$ cat src/rtl/div_pkg.sv
// ============================================================================
// Module   : div_pkg
// Purpose  : Shared widths, fault codes and FSM encoding for the divider front-end.
// Revision : 1.0
// ============================================================================
`default_nettype none

package div_pkg;

    localparam int DEND_W_DEF = 13;
    localparam int DSOR_W_DEF = 6;

    localparam logic [1:0] FAULT_NONE = 2'b00;
    localparam logic [1:0] FAULT_DIV0 = 2'b01;
    localparam logic [1:0] FAULT_OVF  = 2'b10;
    localparam logic [1:0] FAULT_TMO  = 2'b11;

    localparam logic [1:0] IDLE  = 2'b00;
    localparam logic [1:0] CHECK = 2'b01;
    localparam logic [1:0] WAIT  = 2'b10;

    function automatic int max_int(input int a, input int b);
        return (a > b) ? a : b;
    endfunction

endpackage

`default_nettype wire

$ cat src/rtl/op_fifo.sv
// ============================================================================
// Module   : op_fifo
// Purpose  : Synchronous FIFO holding packed {dividend, divisor} requests.
// Revision : 1.0
// ============================================================================
`default_nettype none

module op_fifo #(
    parameter int WIDTH = 19,
    parameter int DEPTH = 4
) (
    input  logic             clk,
    input  logic             rst,
    input  logic             push_i,
    input  logic             pop_i,
    input  logic [WIDTH-1:0] wdata_i,
    output logic             full_o,
    output logic             empty_o,
    output logic [WIDTH-1:0] rdata_o
);

    localparam int PTR_W = $clog2(DEPTH);

    logic [WIDTH-1:0] mem_q [DEPTH];
    logic [PTR_W-1:0] wr_ptr_q;
    logic [PTR_W-1:0] rd_ptr_q;
    logic [PTR_W:0]   count_q;
    logic             do_push;
    logic             do_pop;

    assign full_o  = (count_q == (PTR_W+1)'(DEPTH));
    assign empty_o = (count_q == '0);
    assign do_push = push_i && !full_o;
    assign do_pop  = pop_i && !empty_o;
    assign rdata_o = mem_q[rd_ptr_q];

    always_ff @(posedge clk) begin
        if (do_push) begin
            mem_q[wr_ptr_q] <= wdata_i;
        end
    end

    // DEPTH is a power of two, so pointer overflow is the modulo wrap.
    always_ff @(posedge clk) begin
        if (rst) begin
            wr_ptr_q <= '0;
            rd_ptr_q <= '0;
            count_q  <= '0;
        end else begin
            if (do_push) wr_ptr_q <= wr_ptr_q + PTR_W'(1);
            if (do_pop)  rd_ptr_q <= rd_ptr_q + PTR_W'(1);
            case ({do_push, do_pop})
                2'b10:   count_q <= count_q + (PTR_W+1)'(1);
                2'b01:   count_q <= count_q - (PTR_W+1)'(1);
                default: count_q <= count_q;
            endcase
        end
    end

endmodule

`default_nettype wire

$ cat src/rtl/div_operand_dispatch.sv
// ============================================================================
// Module   : div_operand_dispatch
// Purpose  : Queues divide requests, screens div-by-zero/overflow, issues to divider.
// Revision : 1.0
// ============================================================================
`default_nettype none

module div_operand_dispatch
    import div_pkg::*;
#(
    parameter int DEND_W  = DEND_W_DEF,
    parameter int DSOR_W  = DSOR_W_DEF,
    parameter int DEPTH   = 4,
    parameter int TIMEOUT = 16
) (
    input  logic              clk,
    input  logic              rst,
    input  logic              in_valid,
    output logic              in_ready,
    input  logic [DEND_W-1:0] in_dividend,
    input  logic [DSOR_W-1:0] in_divisor,
    output logic              div_start,
    output logic [DEND_W-1:0] div_dividend,
    output logic [DSOR_W-1:0] div_divisor,
    output logic [1:0]        div_tag,
    input  logic              div_done,
    output logic              fault_valid,
    output logic [1:0]        fault_code,
    output logic              busy
);

    localparam int CMP_W = max_int(DEND_W - DSOR_W, DSOR_W);
    localparam int TMO_W = $clog2(TIMEOUT);

    logic [1:0]               state_q, state_d;
    logic [DEND_W-1:0]        dend_q;
    logic [DSOR_W-1:0]        dsor_q;
    logic [1:0]               tag_q;
    logic [1:0]               tag_cnt_q;
    logic [TMO_W-1:0]         tmo_q;
    logic                     fifo_full;
    logic                     fifo_empty;
    logic                     push;
    logic                     pop;
    logic [DEND_W+DSOR_W-1:0] head;
    logic                     div0;
    logic                     ovf;
    logic                     tmo_hit;

    assign in_ready = !fifo_full;
    assign push     = in_valid && in_ready;
    assign pop      = (state_q == IDLE) && !fifo_empty;
    assign busy     = (state_q != IDLE) || !fifo_empty;

    op_fifo #(
        .WIDTH (DEND_W + DSOR_W),
        .DEPTH (DEPTH)
    ) u_fifo (
        .clk     (clk),
        .rst     (rst),
        .push_i  (push),
        .pop_i   (pop),
        .wdata_i ({in_dividend, in_divisor}),
        .full_o  (fifo_full),
        .empty_o (fifo_empty),
        .rdata_o (head)
    );

    // Quotient fits in DSOR_W bits only when the high dividend part is below the divisor.
    assign div0    = (dsor_q == '0);
    assign ovf     = (CMP_W'(dend_q[DEND_W-1:DSOR_W]) >= CMP_W'(dsor_q));
    assign tmo_hit = (tmo_q == TMO_W'(TIMEOUT - 1));

    always_ff @(posedge clk) begin
        if (rst) state_q <= IDLE;
        else     state_q <= state_d;
    end

    always_comb begin
        state_d = state_q;
        case (state_q)
            IDLE:    if (!fifo_empty) state_d = CHECK;
            CHECK:   state_d = (div0 || ovf) ? IDLE : WAIT;
            WAIT:    if (div_done || tmo_hit) state_d = IDLE;
            default: state_d = IDLE;
        endcase
    end

    always_ff @(posedge clk) begin
        if (rst) begin
            dend_q    <= '0;
            dsor_q    <= '0;
            tag_q     <= '0;
            tag_cnt_q <= '0;
            tmo_q     <= '0;
        end else begin
            if (pop) begin
                dend_q    <= head[DEND_W+DSOR_W-1:DSOR_W];
                dsor_q    <= head[DSOR_W-1:0];
                tag_q     <= tag_cnt_q;
                tag_cnt_q <= tag_cnt_q + 2'd1;
            end
            if (state_q == CHECK) begin
                tmo_q <= '0;
            end else if (state_q == WAIT && !div_done) begin
                tmo_q <= tmo_q + TMO_W'(1);
            end
        end
    end

    always_comb begin
        div_start   = 1'b0;
        fault_valid = 1'b0;
        fault_code  = FAULT_NONE;
        case (state_q)
            CHECK: begin
                if (div0) begin
                    fault_valid = 1'b1;
                    fault_code  = FAULT_DIV0;
                end else if (ovf) begin
                    fault_valid = 1'b1;
                    fault_code  = FAULT_OVF;
                end else begin
                    div_start = 1'b1;
                end
            end
            WAIT: begin
                if (!div_done && tmo_hit) begin
                    fault_valid = 1'b1;
                    fault_code  = FAULT_TMO;
                end
            end
            default: ;
        endcase
    end

    assign div_dividend = dend_q;
    assign div_divisor  = dsor_q;
    assign div_tag      = tag_q;

endmodule

`default_nettype wire

$ cat config.mk
export PLATFORM = sky130hd
export DESIGN_NAME = div_operand_dispatch
export DESIGN_NICKNAME = d
export VERILOG_FILES = /design/src/rtl/div_pkg.sv /design/src/rtl/op_fifo.sv /design/src/rtl/div_operand_dispatch.sv
export SDC_FILE = /design/constraint.sdc
export NUM_CORES = 1
export LEC_CHECK = 0
export ABC_CLOCK_PERIOD_IN_PS = 2480
export CORE_MARGIN = 5
export CORE_UTILIZATION = 40
export CTS_BUF_LIST = sky130_fd_sc_hd__clkbuf_4 sky130_fd_sc_hd__clkbuf_8
export CTS_CLUSTER_SIZE = 24
export DETAILED_ROUTE_END_ITERATION = 10
export PLACE_DENSITY = 0.63
export SYNTH_ARGS = -nofsm -noshare
export SYNTH_HDL_FRONTEND = slang
export SYNTH_SLANG_ARGS = --single-unit
$ cat constraint.sdc
create_clock -name clk -period 2.48 [get_ports clk]
set_input_delay 0.496 -clock clk [delete_from_list [all_inputs] [get_ports clk]]
set_output_delay 0.496 -clock clk [all_outputs]
set_load 0.05 [all_outputs]
; Yosys cells after proc, flatten, opt, wreduce, memory -nomap -nowiden
; Memory sizes are Yosys's and may differ from the RTL's. A register that Yosys moved wholly into a read port is not among the register bits.
; Cells that the tools add are included.
[classes]
addsub = 6
mul = 0
div_mod_pow = 0
n_lt_le_gt_ge = 1
eq_ne = 8
shift = 0
mux = 18
n_bitwise = 0
n_reduce_logical = 19
[ops]
columns = op, n
row1 = $mux 2, 6
row2 = $mux 1, 8
row3 = $ge 7x6->1, 1
row4 = $add 2x1->2 const B, 3
row5 = $logic_and 1x1->1, 6
row6 = $logic_not 6->1, 1
row7 = $pmux 2 s3, 1
row8 = $pmux 3 s2, 1
row9 = $add 4x1->4 const B, 1
row10 = $eq 2x1->1 const B, 2
row11 = $eq 2x2->1 const B, 2
row12 = $eq 4x4->1 const B, 1
row13 = $ne 2x2->1 const B, 2
row14 = $pmux 2 s2, 1
row15 = $reduce_bool 2->1, 2
row16 = $add 3x1->3 const B, 1
row17 = $eq 3x3->1 const B, 1
row18 = $logic_not 1->1, 3
row19 = $logic_not 3->1, 1
row20 = $logic_or 1x1->1, 3
row21 = $sub 3x1->3 const B, 1
row22 = $logic_not 2->1, 1
row23 = $pmux 1 s2, 1
row24 = $reduce_and 2->1, 1
row25 = $reduce_or 2->1, 1
[totals]
ff_bits = 17
latch_bits = 0
mem_bits_rw = 76
mem_bits_ro = 0
inputBits = 23
output_inout_bits = 27
elab_cells = 60
n_memories = 1
[mem_list]
columns = memory, words, width, read_ports, rd_ports_with_merged_regs, write_ports, line_no
row1 = u_fifo.mem_q, 4, 19, 1, 1, 1, op_fifo.sv:24  ; logic [WIDTH-1:0] mem_q [DEPTH];

; Longest topological paths before layout
[logic_depth]
ltp_word = 6
ltp_mapped = 10
ltp_nobuf = 9

; Modules after synthesis
; From an unflattened synthesis, not the netlist that was laid out.
[hier_totals]
hier_cells = 320
hier_area_um2 = 4580.6
[by_module_without_submodules]
columns = mod, instances, cells_per_inst, area_each_um2, seq_area_each_um2
row1 = op_fifo, 1, 153, 3260.6, 2462.4
row2 = div_operand_dispatch, 1, 167, 1320.0, 580.6

; Worst setup path before layout
; Ideal clock, no wire load.
[synth_path]
path_kind = flip-flop to output port
startpoint = register dsor_q[0], in the netlist div_divisor[0] (read register of u_fifo.mem_q)
endpoint = output port fault_valid
arrival_ns = 2.223
required_time_ns = 1.984
path_slack_ns = -0.239
path_stages_with_launch = 5
path_buffers = 0
path_cell_list = dfxtp_1 nor4_1 nand3_1 a21oi_1 a31o_2
[synth_via]
elab_chain_len = 4
elab_cells_between_ends = 5
cone_classes = 1 x order compare / 3 x mux / 1 x reduce/logical
[synth_lines]
columns = item, line_no
row1 = start: declaration, div_operand_dispatch.sv:37  ; logic [DSOR_W-1:0] dsor_q;
row2 = $ge 7x6->1, div_operand_dispatch.sv:71  ; assign ovf = (CMP_W'(dend_q[DEND_W-1:DSOR_W]) >= CMP_W'(dsor_q));
row3 = $mux 1, div_operand_dispatch.sv:120  ; end else if (ovf) begin
row4 = $mux 1 (*), div_operand_dispatch.sv:117  ; if (div0) begin
row5 = $pmux 1 s2 (*), div_operand_dispatch.sv:115  ; case (state_q)
row6 = end: declaration, div_operand_dispatch.sv:27  ; output logic fault_valid,
; Mark *: on every way between the ends. The rest lies on a longest branch, timed or not.

; Worst setup path in the final report
[layout_path]
startpoint = register dsor_q[4], in the netlist div_divisor[4] (read register of u_fifo.mem_q)
endpoint = output port fault_code[1]
[layout_via]
elab_chain_len = 4
elab_cells_between_ends = 5
cone_classes = 1 x order compare / 3 x mux / 1 x reduce/logical
[layout_lines]
columns = item, line_no
row1 = $ge 7x6->1, div_operand_dispatch.sv:71
row2 = $mux 2, div_operand_dispatch.sv:120
row3 = $mux 2 (*), div_operand_dispatch.sv:117
row4 = $pmux 2 s2 (*), div_operand_dispatch.sv:115
row5 = end: declaration, div_operand_dispatch.sv:28  ; output logic [1:0] fault_code,
; Marks and branches as above.

==> reports/qor.txt <==
Die ar. - 13400 um2
Startpoint types - flip-flop
Max cap viols - 0
CTS tree - built
Net Switching - 2.53 mW
Status - completed
Area fraction of the dominant cell type after synthesis - 50.9%
GRT Overall Usage - 13.6%
Worst slack at placement - -0.139 ns
Worst-Margin Slew - 0.555 ns
Critical path class - reg -> out
DRC - 0
Final antenna-violating net count - 0
Hold Crit Class - reg -> reg
Dpl hpwl - 5.57 mm
DR vias/cell - 5.03
EDFF count, synth - 76
# rows - 38
Most frequent cells in the layout - 76 x edfxtp_1, 48 x nand2_1, 44 x clkdlybuf4s50_1
Switching share of power - 38.9%
Clock Root Buffer - clkbuf_8
Synthesized instance count - 304
Hold Vio Cnt, Final - 0
Ant diodes - 0
Clock Power Share - 14.7%
Slowest stage cell, crit path - dfxtp_2
Number of I/O port buffers - 49
DR WL/cell - 16.6 um
Final core utilization - 50.5%
Ports - 50
Overflow after GRT - 0
Internal power - 3.99 mW
Largest net degree at the start of global routing - 25
Cell area power density - 1180 nW/um2
Sequential share of power - 39.5%
Post-Syn Area - 4480 um2
Worst Path Required - 1.98 ns
Starting utilization of the core area - 41.1%
Async set or reset register ratio after synthesis - 0%
Initial antenna violation count - 0
Tmin final - 2.41 ns
Distinct cells, synth - 42
Synth area leaders - edfxtp_1 51%, dfxtp_1 16%, mux4_2 9.6%
Die X - 116 um
Post-synthesis sequential area ratio - 67.0%
TritonRoute pass-1 iters - 4
Setup ws final - 0.0729 ns
Arr. time, crit path - 1.91 ns
YS warnings - 0
Synth Flop Type - edfxtp_1
Clk_lat worst skew - 0.35 ns
Slew margin rel. - 62.9%
Worst-path clk slew - 0.10 ns
Vias - 2595
DR iter-0 viols - 90
Syn Area/Cell - 14.7 um2
Die H - 116 um
Total wire length - 8.57 mm
Max frequency - 415 MHz
Comb pwr share - 45.8%
Nets - 411
Clock Sinks - 112
First-pass GRT wire length - 13.7 mm
Commonest non-fill, non-tap cell in the layout - edfxtp_1
Cts-stage hold buffer count - 0
Total CTS buffers - 9
Unrepaired setup endpoints after global routing - false
Period utilization - 97.1%
Mapped Nets - 344
Yosys reg bits - 112
H-tree depth - 3
Ratio of cells with drive above 1 in the final layout - 23.1%
Final Slew Violations - 0
Vias in the first global route - 2596
Setup skew after layout - 0.0115 ns
Slowest stage delay, CP - 0.33 ns
Post-Layout Cell Count - 516
Fillers - 917
Crit path cell chain - inv_1 > ha_4 > a21o_1 > a211oi_2 > o21ai_2 > a41o_1 > buf_12
Gpl congestion - 0.714
Clk buf depth - 2
Placed Instances - 496
Endpoint type of the worst setup path - primary output
Leak - 1.91 nW
Final setup violating endpoints - 0
Leading area contributor after synthesis - edfxtp_1
Critical path peak fanout - 4
Core Area - 10900 um2
Syn-to-layout area delta - 22.8%
VDD IR-drop max - 758 uV
==> Yosys cell counts (2+ instances only) <==
master / count
ha_1: 16
a21o_1: 2
buf_2: 6
and3_2: 4
nand4_1: 2
nand3_1: 3
mux2i_1: 3
dfxtp_1: 36
buf_1: 2
clkbuf_1: 4
edfxtp_1: 76
mux4_2: 19
xnor2_1: 5
nor2_1: 11
nand2_1: 48
buf_6: 2
xor2_1: 5
nor3_1: 4
a21oi_1: 23
inv_1: 11
==> metrics by stage <==
step / power, mW / cell area (um2) / hold WS, ns / TNS (ns)
global placement: 5.40 / 5240 / 0.443 / -0.0708
CTS: 6.51 / 5450 / 0.463 / 0
floorplan: 4.51 / 4490 / 0.444 / 0
detailed placement: 5.45 / 5240 / 0.450 / -0.139
finish: 6.52 / 5500 / 0.457 / 0
global route: 6.92 / 5500 / 0.489 / 0
==> layer usage <==
metal | GRT usage (%) | part of all wire [%]
met1 | 17.2 | 43
met2 | 23.6 | 51
met3 | 2.40 | 4.0
met4 | 5.10 | 1.4
met5 | 0 | 0
==> area by class of cell <==
| class | instances | area [um2] | area share (%) |
|---|---|---|---|
| Inverter | 13 | 53.8 | 0.978 |
| Timing Repair Buffer | 70 | 691 | 12.6 |
| Clock buffer | 12 | 146 | 2.66 |
| Multi-Input combinational cell | 165 | 1400 | 25.4 |
| Clock inverter | 4 | 22.5 | 0.409 |
| Sequential cell | 112 | 3010 | 54.8 |
| Tap cell | 140 | 175 | 3.18 |
==> worst max-delay path, delay by kind of cell (launching register included) <==
| kind | cells | cell delay, ns |
|---|---|---|
| AOI/OAI and AO/OA | 4 | 0.77 |
| adders and majority gates | 1 | 0.21 |
| buffers and inverters | 2 | 0.24 |
| DFF | 1 | 0.33 |
==> sequential cells by signal, indices dropped and copies added, names as in the netlist <==
register         count
div_tag              2
u_fifo.rd_ptr_q      2
u_fifo.wr_ptr_q      2
div_dividend        13
state_q              2
tmo_q                4
u_fifo.count_q       3
div_divisor          6
tag_cnt_q            2
u_fifo.mem_q        76
==> what timing repair did <==
action / CTS / global route
pin swaps: 2 / 4
endpoints found under the hold margin: 0 / 0
buffers inserted: 3 / 1
resized for setup: 5 / 10
endpoints found under the setup margin: 3 / 4
==> path summary, 6_finish.rpt <==
kind	slack, ns	to	startpoint	cells after the start
setup / recovery	0.07	fault_code[1]	div_divisor[4]$_SDFFE_PP0P_	7
hold / removal	0.46	div_tag[0]$_SDFFE_PP0P_	div_tag[0]$_SDFFE_PP0P_	2
setup reg to reg	0.21	u_fifo.count_q[2]$_SDFFE_PP0P_	u_fifo.count_q[0]$_SDFFE_PP0P_	8
hold reg to reg	0.46	div_tag[0]$_SDFFE_PP0P_	div_tag[0]$_SDFFE_PP0P_	2
==> logic make-up after synthesis <==
group	Yosys count	synth area share, %
buffers and inverters	27	2.88
AO/OA/AOI/OAI	34	4.41
adder cells (fa/ha/maj)	17	4.92
flip-flops	112	67.0
XOR/XNOR	10	1.96
AND/OR/NAND/NOR	82	8.58
multiplexers	22	10.2
==> power groups by stage <==
stage                     registers [mW]  logic, mW  clock network, mW
final                               2.57       2.99              0.960
after global routing                2.61       3.23               1.08
after CTS                           2.56       2.96              0.982
after detailed placement            2.61       2.84                  0
after global placement              2.60       2.80                  0
after floorplan                     3.01       1.50                  0
No activity file was read; power rests on OpenSTA's default activity.
